**config.mk**
```make
export PLATFORM = sky130hd
export DESIGN_NAME = up_printer_adapter
export DESIGN_NICKNAME = d
export VERILOG_FILES = /design/src/rtl/up_printer_adapter.sv
export SDC_FILE = /design/constraint.sdc
export NUM_CORES = 1
export LEC_CHECK = 0
export CAP_MARGIN = 20
export CORE_ASPECT_RATIO = 1.5
export CORE_MARGIN = 4
export CORE_UTILIZATION = 25
export CTS_CLUSTER_DIAMETER = 30
export CTS_CLUSTER_SIZE = 20
export DETAILED_ROUTE_END_ITERATION = 7
export PLACE_DENSITY = 0.46
export REMOVE_ABC_BUFFERS = 1
export SYNTH_ARGS = -nofsm -noshare
export SYNTH_HDL_FRONTEND = slang
export SYNTH_SLANG_ARGS = --single-unit
```
**constraint.sdc**
```tcl
create_clock -name clk -period 2.8 [get_ports clk]
set_clock_uncertainty 0.05 [all_clocks]
set_input_delay 0.56 -clock clk [delete_from_list [all_inputs] [get_ports clk]]
set_output_delay 0.56 -clock clk [all_outputs]
set_load 0.02 [all_outputs]
```
**src/rtl/up_printer_adapter.sv**
```systemverilog
// up_printer_adapter
//   Bridges the BK-0011M parallel port (UP, connector XT5) to a Centronics-style
//   printer. CPU writes to the UP output register are captured on STROBE.
//   Data bytes are queued in a FIFO. Command words control the status flags and
//   the FIFO. Queued bytes are replayed to the printer with an nSTROBE/BUSY/nACK
//   handshake. A status word is driven back on the UP input lines for CPU polling.
//
// Build option:
//   UPPR_TIMEOUT_EN  when defined, a byte that is not acknowledged within
//                    TMO_CYC cycles is dropped, and the sticky TMO flag is set.
//
// Ports:
//   clk          system clock
//   nRST         synchronous active-low reset
//   XT5_out_pin  UP output register (bit15=1: command, else data byte in [7:0])
//   STROBE       UP write strobe, asynchronous, active high
//   XT5_in_pin   status: [0]FULL [1]EMPTY [2]OVF [3]BUSY [4]TMO [5]ACTIVE [12:8]COUNT
//   PR_DATA      printer data byte
//   nPR_STB      printer strobe, active low
//   PR_BUSY      printer busy, asynchronous
//   nPR_ACK      printer acknowledge, active low, asynchronous
module up_printer_adapter #(
  parameter int unsigned FIFO_DEPTH = 8,
  parameter int unsigned SETUP_CYC  = 2,
  parameter int unsigned STB_CYC    = 4,
  parameter int unsigned HOLD_CYC   = 2,
  parameter int unsigned TMO_CYC    = 4000
) (
  input  logic        clk,
  input  logic        nRST,
  input  logic [15:0] XT5_out_pin,
  input  logic        STROBE,
  output logic [15:0] XT5_in_pin,
  output logic [7:0]  PR_DATA,
  output logic        nPR_STB,
  input  logic        PR_BUSY,
  input  logic        nPR_ACK
);

  localparam int unsigned PTR_W = $clog2(FIFO_DEPTH);
  localparam int unsigned CNT_W = PTR_W + 1;
  localparam int unsigned PH_W  = $clog2(SETUP_CYC + STB_CYC + HOLD_CYC + 1);

  localparam logic [2:0] S_IDLE  = 3'd0;
  localparam logic [2:0] S_SETUP = 3'd1;
  localparam logic [2:0] S_STB   = 3'd2;
  localparam logic [2:0] S_HOLD  = 3'd3;
  localparam logic [2:0] S_WAIT  = 3'd4;

  logic strb_s1_q, strb_s2_q, strb_prev_q, rel_q, arm_q;
  logic busy_s1_q, busy_s2_q;
  logic ack_s1_q, ack_s2_q, ack_prev_q;

  logic [7:0]       mem_q [FIFO_DEPTH];
  logic [PTR_W-1:0] wr_ptr_q, wr_ptr_d, rd_ptr_q, rd_ptr_d;
  logic [CNT_W-1:0] cnt_q, cnt_d;
  logic             ovf_q, ovf_d;
  logic [2:0]       state_q, state_d;
  logic [PH_W-1:0]  ph_q, ph_d;
  logic             ack_seen_q, ack_seen_d;
  logic [7:0]       data_q, data_d;
  logic             stb_n_q;
  logic [15:0]      stat_q, stat_d;
  logic [4:0]       cnt5;

  logic wr_evt, push_req, push, pop, flush, clr, full, empty, ack_fall;
  logic tmo_hit, tmo_d;

  logic unused_cfg_bits;
  assign unused_cfg_bits = ^XT5_out_pin[14:8];

  // Synchronisers. arm_q blocks edge detection after reset until STROBE has
  // been seen low through both stages, so a strobe held across reset release
  // does not register as a write.
  always_ff @(posedge clk) begin
    if (!nRST) begin
      strb_s1_q   <= 1'b0;
      strb_s2_q   <= 1'b0;
      strb_prev_q <= 1'b0;
      rel_q       <= 1'b0;
      arm_q       <= 1'b0;
      busy_s1_q   <= 1'b0;
      busy_s2_q   <= 1'b0;
      ack_s1_q    <= 1'b1;
      ack_s2_q    <= 1'b1;
      ack_prev_q  <= 1'b1;
    end else begin
      strb_s1_q   <= STROBE;
      strb_s2_q   <= strb_s1_q;
      strb_prev_q <= strb_s2_q;
      rel_q       <= 1'b1;
      if (rel_q && !strb_s1_q && !strb_s2_q) arm_q <= 1'b1;
      busy_s1_q   <= PR_BUSY;
      busy_s2_q   <= busy_s1_q;
      ack_s1_q    <= nPR_ACK;
      ack_s2_q    <= ack_s1_q;
      ack_prev_q  <= ack_s2_q;
    end
  end

  assign wr_evt   = strb_s2_q & ~strb_prev_q & arm_q;
  assign push_req = wr_evt & ~XT5_out_pin[15];
  assign flush    = wr_evt & XT5_out_pin[15] & XT5_out_pin[1];
  assign clr      = wr_evt & XT5_out_pin[15] & XT5_out_pin[0];
  assign full     = (cnt_q == CNT_W'(FIFO_DEPTH));
  assign empty    = (cnt_q == '0);
  assign ack_fall = ack_prev_q & ~ack_s2_q;
  assign pop      = (state_q == S_IDLE) & ~empty & ~busy_s2_q;
  // A pop in the same cycle frees a slot, so a push into a full FIFO is kept.
  assign push     = push_req & (~full | pop);

  always_comb begin
    wr_ptr_d = wr_ptr_q;
    rd_ptr_d = rd_ptr_q;
    cnt_d    = cnt_q;
    ovf_d    = ovf_q;
    if (flush) begin
      wr_ptr_d = '0;
      rd_ptr_d = '0;
      cnt_d    = '0;
    end else begin
      if (push) wr_ptr_d = wr_ptr_q + PTR_W'(1);
      if (pop)  rd_ptr_d = rd_ptr_q + PTR_W'(1);
      if (push && !pop) cnt_d = cnt_q + CNT_W'(1);
      if (pop && !push) cnt_d = cnt_q - CNT_W'(1);
    end
    if (clr) ovf_d = 1'b0;
    if (push_req && !push) ovf_d = 1'b1;
  end

  always_ff @(posedge clk) begin
    if (push) mem_q[wr_ptr_q] <= XT5_out_pin[7:0];
  end

`ifdef UPPR_TIMEOUT_EN
  localparam int unsigned TC_W = $clog2(TMO_CYC + 1);
  logic [TC_W-1:0] tcnt_q;
  logic            tmo_q;

  assign tmo_hit = (state_q == S_WAIT) & ~(ack_fall | ack_seen_q) &
                   (tcnt_q == TC_W'(TMO_CYC - 1));
  assign tmo_d   = tmo_hit | (tmo_q & ~clr);

  always_ff @(posedge clk) begin
    if (!nRST) begin
      tcnt_q <= '0;
      tmo_q  <= 1'b0;
    end else begin
      tcnt_q <= (state_q == S_WAIT) ? tcnt_q + TC_W'(1) : '0;
      tmo_q  <= tmo_d;
    end
  end
`else
  // TMO_CYC has no effect in this build.
  logic unused_tmo_cfg;
  assign unused_tmo_cfg = (TMO_CYC == 0);
  assign tmo_hit = 1'b0;
  assign tmo_d   = 1'b0;
`endif

  always_comb begin
    state_d    = state_q;
    ph_d       = ph_q;
    ack_seen_d = ack_seen_q;
    data_d     = data_q;
    case (state_q)
      S_IDLE: begin
        if (pop) begin
          data_d     = mem_q[rd_ptr_q];
          state_d    = S_SETUP;
          ph_d       = '0;
          ack_seen_d = 1'b0;
        end
      end
      S_SETUP, S_STB, S_HOLD: begin
        // An early acknowledge is remembered and honoured in WAIT_ACK.
        if (ack_fall) ack_seen_d = 1'b1;
        ph_d = ph_q + PH_W'(1);
        if (state_q == S_SETUP && ph_q == PH_W'(SETUP_CYC - 1)) begin
          state_d = S_STB;
          ph_d    = '0;
        end else if (state_q == S_STB && ph_q == PH_W'(STB_CYC - 1)) begin
          state_d = S_HOLD;
          ph_d    = '0;
        end else if (state_q == S_HOLD && ph_q == PH_W'(HOLD_CYC - 1)) begin
          state_d = S_WAIT;
          ph_d    = '0;
        end
      end
      S_WAIT: begin
        if (ack_fall || ack_seen_q || tmo_hit) state_d = S_IDLE;
      end
      default: state_d = S_IDLE;
    endcase
  end

  assign cnt5   = 5'(cnt_d);
  assign stat_d = {3'b000, cnt5, 2'b00, (state_d != S_IDLE), tmo_d, busy_s1_q,
                   ovf_d, (cnt_d == '0), (cnt_d == CNT_W'(FIFO_DEPTH))};

  always_ff @(posedge clk) begin
    if (!nRST) begin
      wr_ptr_q   <= '0;
      rd_ptr_q   <= '0;
      cnt_q      <= '0;
      ovf_q      <= 1'b0;
      state_q    <= S_IDLE;
      ph_q       <= '0;
      ack_seen_q <= 1'b0;
      data_q     <= 8'h00;
      stb_n_q    <= 1'b1;
      stat_q     <= 16'h0002;
    end else begin
      wr_ptr_q   <= wr_ptr_d;
      rd_ptr_q   <= rd_ptr_d;
      cnt_q      <= cnt_d;
      ovf_q      <= ovf_d;
      state_q    <= state_d;
      ph_q       <= ph_d;
      ack_seen_q <= ack_seen_d;
      data_q     <= data_d;
      stb_n_q    <= (state_d != S_STB);
      stat_q     <= stat_d;
    end
  end

  assign XT5_in_pin = stat_q;
  assign PR_DATA    = data_q;
  assign nPR_STB    = stb_n_q;

endmodule

```
==> metrics.txt, run 1 <==
Worst Setup Path Type reg -> reg; Synth area leader edfxtp_1; CTS tree done; initial cell density of the core around a quarter; CTS H-tree depth 3; Unique masters post-synth 60; register area share after synthesis 61.5%; Yosys top cell area share a little over two fifths; max-slew violation count 0; reg2reg path depth 7; Comb pwr share 30.8%; largest net degree at the start of global routing 25; status completed; Critical Path End Type flop; accumulated negative setup slack 0 ps; area delta synth->final 20.5%; Synth Area in Compound Gates ~8.4%; Switching Share between 30 and 40%; Clock Tree Buf Depth 2; Req. time, crit path approximately 2800 ps; # IOs 46; RSZ-0062 raised after global routing false; Clock transition at path regs 70 ps; Rel. slew slack 56.2%; total CTS buffers 9; #FFs+latches synth 105; Std-Cell Core Area between 0.015 and 0.02 mm2; post-synthesis mux area share 10.5%; detailed placement HPWL 6.42 mm; share of layout cells above drive strength 1 18.1%; Chip Width 117 um; routing usage on met1 11.4%; worst-path maximum fanout 8; number of buffers added for setup after CTS 0; Hold Crit Class reg -> reg; FFs w/ async S/R, synth 0%; # setup viols final 0; PwrDens 832 mW/mm2; total grt overflow 0; met2 Resource Use GR 16.7%; MaxCap Viol Count 0; Final nets 393; number of diodes 0; hold bufs inserted after CTS 0; hold depth 1; routability congestion estimate 0.773; Synth warnings 0; Post-DRT Antenna Nets 0; DR DRC count 0; Cell Int Power 0.00303 W; Fmax achieved 433 MHz; WL/cell 15.7 um; Synth Cell Area 0.00446 mm2; post-CTS sizing 0; Post-synth EDFFs 64; first-pass GRT wire length 14.6 mm; adder-cell area share of the yosys netlist 1.68%; chip height 172 um; worst hold slack roughly 370 ps; DRT iter0 DRCs 155; vias per inst approximately 4.6; Clock Power Share between 20 and 30%; GR Layer Usage met3 2.82%; gr usage total 9.69%; Mean Syn Cell Area about 14 um2; Net Sw Power around 0.0014 W; Routed WL about 9.2 mm; vias in the first global route roughly 2700; Rows 59; DR vias 2686; crit path time final 2310 ps; Primary FF master, synth edfxtp_1; Tcrit/Tclk final between 80 and 90%; Synth Area in XOR/XNOR 1.37%; Max IR drop VDD 0.000360 V; most frequent cell after synthesis edfxtp_1; Most Used Layer, Global Route met2; Post-Synth Simple-Gate Area 12.5%; final hold vios 0; Reg power frac between 40% and 50%; Initial DRT Pass Iterations 4; Slew @ Worst Pin 656 ps; largest cells by area after synthesis edfxtp_1, dfxtp_1, mux4_2; Clock Sink Count ~110; clock root cell clkbuf_16; Fillers 1772; total power 0.00447 W; die area 0.0201 mm2; Lkg Pwr 1.86 nW; crit path DAT between 2000 and 2500 ps; clock latency on the worst-skew pair ~350 ps; synth cell count leaders edfxtp_1, dfxtp_1, nand2_1; largest family of logic cells by synthesized area simple AND/OR/NAND/NOR gates; startpoint types flop; Post-Syn Instances roughly 320; initial antenna violation count 0; port bufs 31
[critical path, cell delays in order (launching register included)]
cell and delay (ps):
dfxtp_1 490, inv_1 120, ha_1 250, and2b_1 240, a31oi_4 280, nand2b_1 150
nor3_1 230, buf_4 210
[through the flow]
step | instance area, um2 | cells | util [%] | setup slack (ps)
floorplan | 4330 | 302 | - | 304
global placement | 5080 | 568 | 29.2 | 235
detailed placement | 5080 | 568 | 29.2 | 272
CTS | 5370 | 584 | 30.8 | 461
global route | 5370 | 584 | 30.8 | 204
finish | 5370 | 584 | 30.8 | 490
[power groups by stage]
stage	combinational (W)	sequential [W]	clock [W]
final	0.00138	0.00186	0.00124
after global routing	0.00152	0.00188	0.00135
after CTS	0.00140	0.00186	0.00129
after detailed placement	0.00140	0.00189	0
after global placement	0.00137	0.00189	0
after floorplan	0.000764	0.00203	0
[layer usage]
metal  wire, um  part of all wire, %  vias up
met3        313                  3.4       12
li1           -                    -     1280
met4        176                  1.9        0
met5          0                    0        -
met1       3960                   43     1347
met2       4720                   51       47
[kinds of logic after synthesis]
kind of cell | Yosys count
flops | 105
simple gates | 96
compound gates | 49
buf+inv | 31
mux | 27
xor+xnor | 7
fa+ha+maj | 6
other cells | 1
[worst paths after layout]
check	from	endpoint	slack, ps
worst min register to register	ack_s1_q	ack_s2_q	370
worst min-delay path	ack_s1_q	ack_s2_q	370
worst max-delay path	cnt_q[0]	mem_q[0][3]	490
worst max register to register	cnt_q[0]	mem_q[0][3]	490
[layout by cell type (no fill, tap or decap), types with 4 or more instances in the layout]
| cell type | count |
|---|---|
| and2_1 | 9 |
| xor2_1 | 4 |
| edfxtp_1 | 64 |
| inv_1 | 5 |
| o211a_1 | 8 |
| clkbuf_16 | 9 |
| clkdlybuf4s50_1 | 31 |
| nor3b_1 | 4 |
| buf_4 | 21 |
| dfxtp_1 | 41 |
| mux4_2 | 16 |
| mux2i_1 | 11 |
| conb_1 | 7 |
| nand2_1 | 20 |
| nand2b_1 | 9 |
| nor3_1 | 6 |
| a21oi_1 | 6 |
| o21ai_0 | 10 |
| nor2b_1 | 4 |
| nor2_1 | 19 |
| nand3_1 | 6 |
| ha_1 | 6 |
[flip-flops by register name, indices dropped and copies added, names as in the netlist, 3 cells and up]
name	cells
cnt_q	4
XT5_in_pin	5
PR_DATA	8
state_q	3
rd_ptr_q	3
wr_ptr_q	3
ph_q	4
mem_q	64
[final cells by class]
cell class | count | area (um2) | area share [%]
clock buffer | 10 | 239 | 4.45
inverter | 5 | 18.8 | 0.349
clock inverter | 6 | 53.8 | 1.00
sequential | 105 | 2740 | 51.0
timing repair buffer | 53 | 488 | 9.08
tap | 213 | 267 | 4.96
multi-input combinational | 192 | 1570 | 29.1
No activity file was read; power rests on OpenSTA's default activity.
==> inputs of run 2 (changes only) <==
- PLACE_DENSITY: 0.46 -> 0.47
- clock period: 2.8 -> 1.95 ns (I/O delays scaled with it)
==> run 2 against run 1 <==
Compared with the run above:
- the flow now finishes with violations (setup timing)
- sequential share of layout area fell by 3.7 points
- core utilization rose by 2.5 points
- flip-flop and latch count did not move
- highest routed layer unchanged
- critical endpoint is now mem_q[7][1]
==> metrics.txt, run 2 (synthesis gave the netlist of run 1 again) <==
status complete, but fails checks (was completed); failing checks setup timing; vias per inst 4.46 (was 4.60); CTS tree done (unchanged); largest net degree at the start of global routing 21 (was 25); crit path DAT 1980 ps (was 2320 ps); Final nets 424 (was 393); chip height 172 um (unchanged); Initial DRT Pass Iterations 4 (unchanged); Clock Sink Count 105 (unchanged); Routed WL 9.57 mm (was 9.17 mm); commonest non-fill, non-tap cells in the layout edfxtp_1, buf_4, dfxtp_1, clkdlybuf4s50_1, nand2_1 (was edfxtp_1, dfxtp_1, clkdlybuf4s50_1, buf_4, nand2_1); setup slack, reg-to-reg -10 ps (was 490 ps); Hold Crit Class reg -> reg (unchanged); Max IR drop VDD 0.000490 V (was 0.000360 V); worst-path maximum fanout 4 (was 8); clock root cell clkbuf_16 (unchanged); Rows 59 (unchanged); CP startpoint state_q[1] (was cnt_q[0]); routability congestion estimate 0.822 (was 0.773); Top reg by flops mem_q (unchanged); port bufs 31 (unchanged); initial antenna violation count 0 (unchanged); DR DRC count 0 (unchanged); max-slew violation count 0 (unchanged); WL/cell 15.6 um (was 15.7 um); clock latency on the worst-skew pair 340 ps (was 350 ps); routing usage on met1 11.8% (was 11.4%); vias in the first global route 2989 (was 2733); Fmax achieved 509 MHz (was 433 MHz); Lkg Pwr 2.07 nW (was 1.86 nW); Req. time, crit path 1960 ps (was 2810 ps); MaxCap Viol Count 0 (unchanged); Tcrit/Tclk final 101% (was 82.5%); die area 0.0201 mm2 (unchanged); met2 Resource Use GR 18.0% (was 16.7%); RSZ-0062 raised after global routing true (was false); worst hold slack 368 ps (was 369 ps); total grt overflow 0 (unchanged); first-pass GRT wire length 15.5 mm (was 14.6 mm); detailed placement HPWL 6.81 mm (was 6.42 mm); r2r startpoint state_q[1] (was cnt_q[0]); max reg flops 64 (unchanged); share of layout cells above drive strength 1 30.1% (was 18.1%); setup slack after layout -13.5 ps (was 490 ps); Clock transition at path regs 70 ps (about the same); number of diodes 0 (unchanged); GR Layer Usage met3 2.36% (was 2.82%); # IOs 46 (unchanged); Std-Cell Core Area 0.0174 mm2 (unchanged); Post-DRT Antenna Nets 0 (unchanged); Critical Path End Type flop (unchanged); area delta synth->final 30.1% (was 20.5%); PwrDens 1190 mW/mm2 (was 832 mW/mm2); gr usage total 10.1% (was 9.69%); min-delay src ack_s1_q (unchanged); DR vias 2744 (was 2686); initial cell density of the core 25.6% (unchanged); DP Cell Count 597 (was 568); Most Used Layer, Global Route met2 (unchanged); total CTS buffers 9 (unchanged); commonest non-fill, non-tap cell in the layout edfxtp_1 (unchanged); DRT iter0 DRCs 61 (was 155); CTS H-tree depth 3 (unchanged); # setup viols final 8 (was 0); Worst Setup Path Type reg -> reg (unchanged); startpoint types flop (unchanged); Fillers 1721 (was 1772); Clock Tree Buf Depth 2 (unchanged); final hold vios 0 (unchanged); Chip Width 117 um (unchanged); post-route insts no fill 615 (was 584); crit path time final 1960 ps (was 2310 ps)
-- run 2: worst paths after layout --
path / end / depth (start not counted)
setup reg to reg: mem_q[7][1] / 5
hold reg to reg: ack_s2_q / 1
hold / removal: ack_s2_q / 1
setup / recovery: mem_q[7][1] / 5
-- run 2: area by class of cell --
cell class | count | area [um2] | share of cell area, %
Sequential cell | 105 | 2750 | 47.4
Multi-Input combinational cell | 192 | 1690 | 29.1
Timing Repair Buffer | 84 | 774 | 13.3
Tap cell | 213 | 267 | 4.59
Clock buffer | 9 | 225 | 3.88
Clock inverter | 7 | 82.6 | 1.42
Inverter | 5 | 18.8 | 0.323
-- run 2: per-stage QoR --
step           utilization, %  power (W)  worst slack, ps  instance area, um2  setup TNS [ps]
2_1_floorplan               -    0.00401             -546                4330          -24690
3_3_place_gp             30.5    0.00503             -296                5310          -16910
3_5_place_dp             30.5    0.00503             -332                5310          -18550
4_1_cts                  32.9    0.00696            -53.3                5730           -1310
5_1_grt                  33.3    0.00735             -105                5800           -3190
6_report                 33.3    0.00693            -13.5                5800           -55.1
-- run 2: metal layers --
layer	part of all wire, %	routed length [um]
met4	1.9	179
met3	3.3	319
met1	41	3950
met5	0	0
met2	53	5120
-- run 2: what timing repair did --
item,4_1_cts,5_1_grt
hold buffers,0,0
buffers inserted,1,1
gates cloned,0,0
resized for setup,28,18
hold endpoints to repair,0,0
endpoints found under the setup margin,62,73
pin swaps,4,3
-- run 2: worst max-delay path, stage by stage, from the launching register on --
cell and delay (ps):
dfxtp_2 320, or4_4 560, a31oi_4 260, nand2_4 130, nor2_2 180, buf_4 180
-- run 2: power breakdown --
part | total [W] | switching, W | internal [W]
Combinational | 0.00243 | 0.00122 | 0.00121
Clock | 0.00187 | 0.000847 | 0.00102
Sequential | 0.00263 | 0.000111 | 0.00252
==> inputs of run 3 (changes only) <==
- PLACE_DENSITY: 0.47 -> 0.46
- clock period: 1.95 -> 2 ns (I/O delays scaled with it)
==> run 3 against run 2 <==
Compared with the run above:
- the run still ends with setup timing left
- global-route usage barely moved
- first-iteration DRC count rose by 74%
- routed wire length barely moved
- core utilization fell by 1.0 points
- final area fell by 3.0%
- power fell by 6.3%
- sequential power fell by 3%
- flip-flop and latch count did not move
- fmax fell by 2.1%
- non-clock buffer count fell by 3
- clock-buffer cell count rose by 2
- largest cell class unchanged
==> metrics.txt, run 3 (synthesis gave the netlist of run 1 again) <==
Critical Path End Type flop (unchanged); initial cell density of the core 25.6% (unchanged); initial antenna violation count 0 (unchanged); failing checks setup timing (unchanged); die area 0.0201 mm2 (unchanged); routability congestion estimate 0.818 (was 0.822); crit path time final 2000 ps (was 1960 ps); first-pass GRT wire length 15.1 mm (was 15.5 mm); commonest non-fill, non-tap cells in the layout edfxtp_1, buf_4, dfxtp_1, clkdlybuf4s50_1, nand2_1 (unchanged); Initial DRT Pass Iterations 4 (unchanged); vias per inst 4.55 (was 4.46); Fmax achieved 499 MHz (was 509 MHz); placed cell area 0.00529 mm2 (was 0.00531 mm2); setup slack after layout -4.65 ps (was -13.5 ps); Core Util, Final 32.3% (was 33.3%); Rows 59 (unchanged); startpoint types flop (unchanged); area delta synth->final 26.1% (was 30.1%); clock latency on the worst-skew pair 350 ps (was 340 ps); Max IR drop VDD 0.000516 V (was 0.000490 V); Worst Setup Path Type reg -> reg (unchanged); Routed WL 9.56 mm (was 9.57 mm); CTS H-tree depth 3 (unchanged); share of layout cells above drive strength 1 26.8% (was 30.1%); max-slew violation count 0 (unchanged); accumulated negative setup slack -19.6 ps (was -55.1 ps); Final nets 421 (was 424); max reg flops 64 (unchanged); Clock transition at path regs 70 ps (about the same); final hold vios 0 (unchanged); WL/cell 15.6 um (about the same); total grt overflow 0 (unchanged); Req. time, crit path 2010 ps (was 1960 ps); gr usage total 10.1% (about the same); DR vias 2782 (was 2744); Clock Tree Buf Depth 2 (unchanged); # setup viols final 5 (was 8); Clock Sink Count 105 (unchanged); vias in the first global route 2804 (was 2989); clock root cell clkbuf_16 (unchanged); # IOs 46 (unchanged); worst-path maximum fanout 5 (was 4); MaxCap Viol Count 0 (unchanged); port bufs 31 (unchanged); status complete, but fails checks (unchanged); total CTS buffers 9 (unchanged); DR DRC count 0 (unchanged); detailed placement HPWL 6.78 mm (was 6.81 mm); setup slack, reg-to-reg -5 ps (was -10 ps); chip height 172 um (unchanged); PwrDens 1150 mW/mm2 (was 1190 mW/mm2); Lkg Pwr 2.01 nW (was 2.07 nW); Std-Cell Core Area 0.0174 mm2 (unchanged); commonest non-fill, non-tap cell in the layout edfxtp_1 (unchanged); CTS tree done (unchanged); hold bufs inserted after CTS 0 (unchanged); Hold Crit Class reg -> reg (unchanged); Tcrit/Tclk final 100% (was 101%); DRT iter0 DRCs 106 (was 61); RSZ-0062 raised after global routing true (unchanged); crit path DAT 2020 ps (was 1980 ps); Post-DRT Antenna Nets 0 (unchanged); Top reg by flops mem_q (unchanged); Chip Width 117 um (unchanged); largest net degree at the start of global routing 24 (was 21); number of diodes 0 (unchanged); Final Instance Area 0.00563 mm2 (was 0.00580 mm2)
-- run 3: changes by cell type in the layout (fill, tap and decap cells not counted), moves of 2 or more --
cell and change:
dfxtp_2 -3, dfxtp_1 +3, buf_6 -8, nor2_1 +2, nor2_4 -4, nor3_2 +2
nor3_4 -2, inv_8 -2, nor2_2 +2, buf_4 +6
-- run 3: critical path, cell delays in order (launching register included) --
cell	delay [ps]
dfxtp_1	310
or4_4	550
a31oi_4	230
nand2_1	180
nor2_1	210
buf_4	190
-- run 3: stage by stage --
stage / setup slack [ps] / total power [W] / instances / hold WS [ps]
floorplan: -496 / 0.00391 / 302 / 336
global placement: -266 / 0.00486 / 596 / 349
detailed placement: -279 / 0.00487 / 596 / 349
CTS: -10.8 / 0.00659 / 612 / 366
global route: -64.2 / 0.00690 / 612 / 372
finish: -4.65 / 0.00649 / 612 / 362
-- run 3: area by class of cell --
| class | count | area, um2 |
|---|---|---|
| Multi-Input combinational cell | 192 | 1610 |
| Sequential cell | 105 | 2750 |
| Timing Repair Buffer | 81 | 709 |
| Tap cell | 213 | 267 |
| Clock buffer | 11 | 243 |
| Clock inverter | 5 | 38.8 |
| Inverter | 5 | 18.8 |
| Fill cell | 1741 | 11800 |
-- run 3: power breakdown --
part | switching, W | internal (W) | total, W
registers | 0.000108 | 0.00246 | 0.00256
logic | 0.00114 | 0.00112 | 0.00226
clock network | 0.000784 | 0.000888 | 0.00167
total | 0.00203 | 0.00447 | 0.00649
-- run 3: path summary, 6_finish.rpt --
path	depth (start not counted)	startpoint	to
worst max-delay path	5	state_q[1]	mem_q[7][1]
worst max register to register	5	state_q[1]	mem_q[7][1]
worst min-delay path	1	ack_s1_q	ack_s2_q
worst min register to register	1	ack_s1_q	ack_s2_q
-- run 3: metal layers --
| metal | vias up | track usage [%] | part of all wire, % |
|---|---|---|---|
| met5 | - | 0 | 0 |
| met4 | 0 | 5.54 | 2.3 |
| met3 | 15 | 2.15 | 3.8 |
| met2 | 51 | 17.3 | 52 |
| met1 | 1385 | 11.7 | 41 |
| li1 | 1331 | - | - |
-- run 3: timing repair --
action / CTS / global route
pin swaps: 0 / 2
gates resized for setup: 5 / 12
setup buffers: 0 / 0
endpoints found under the setup margin: 16 / 64
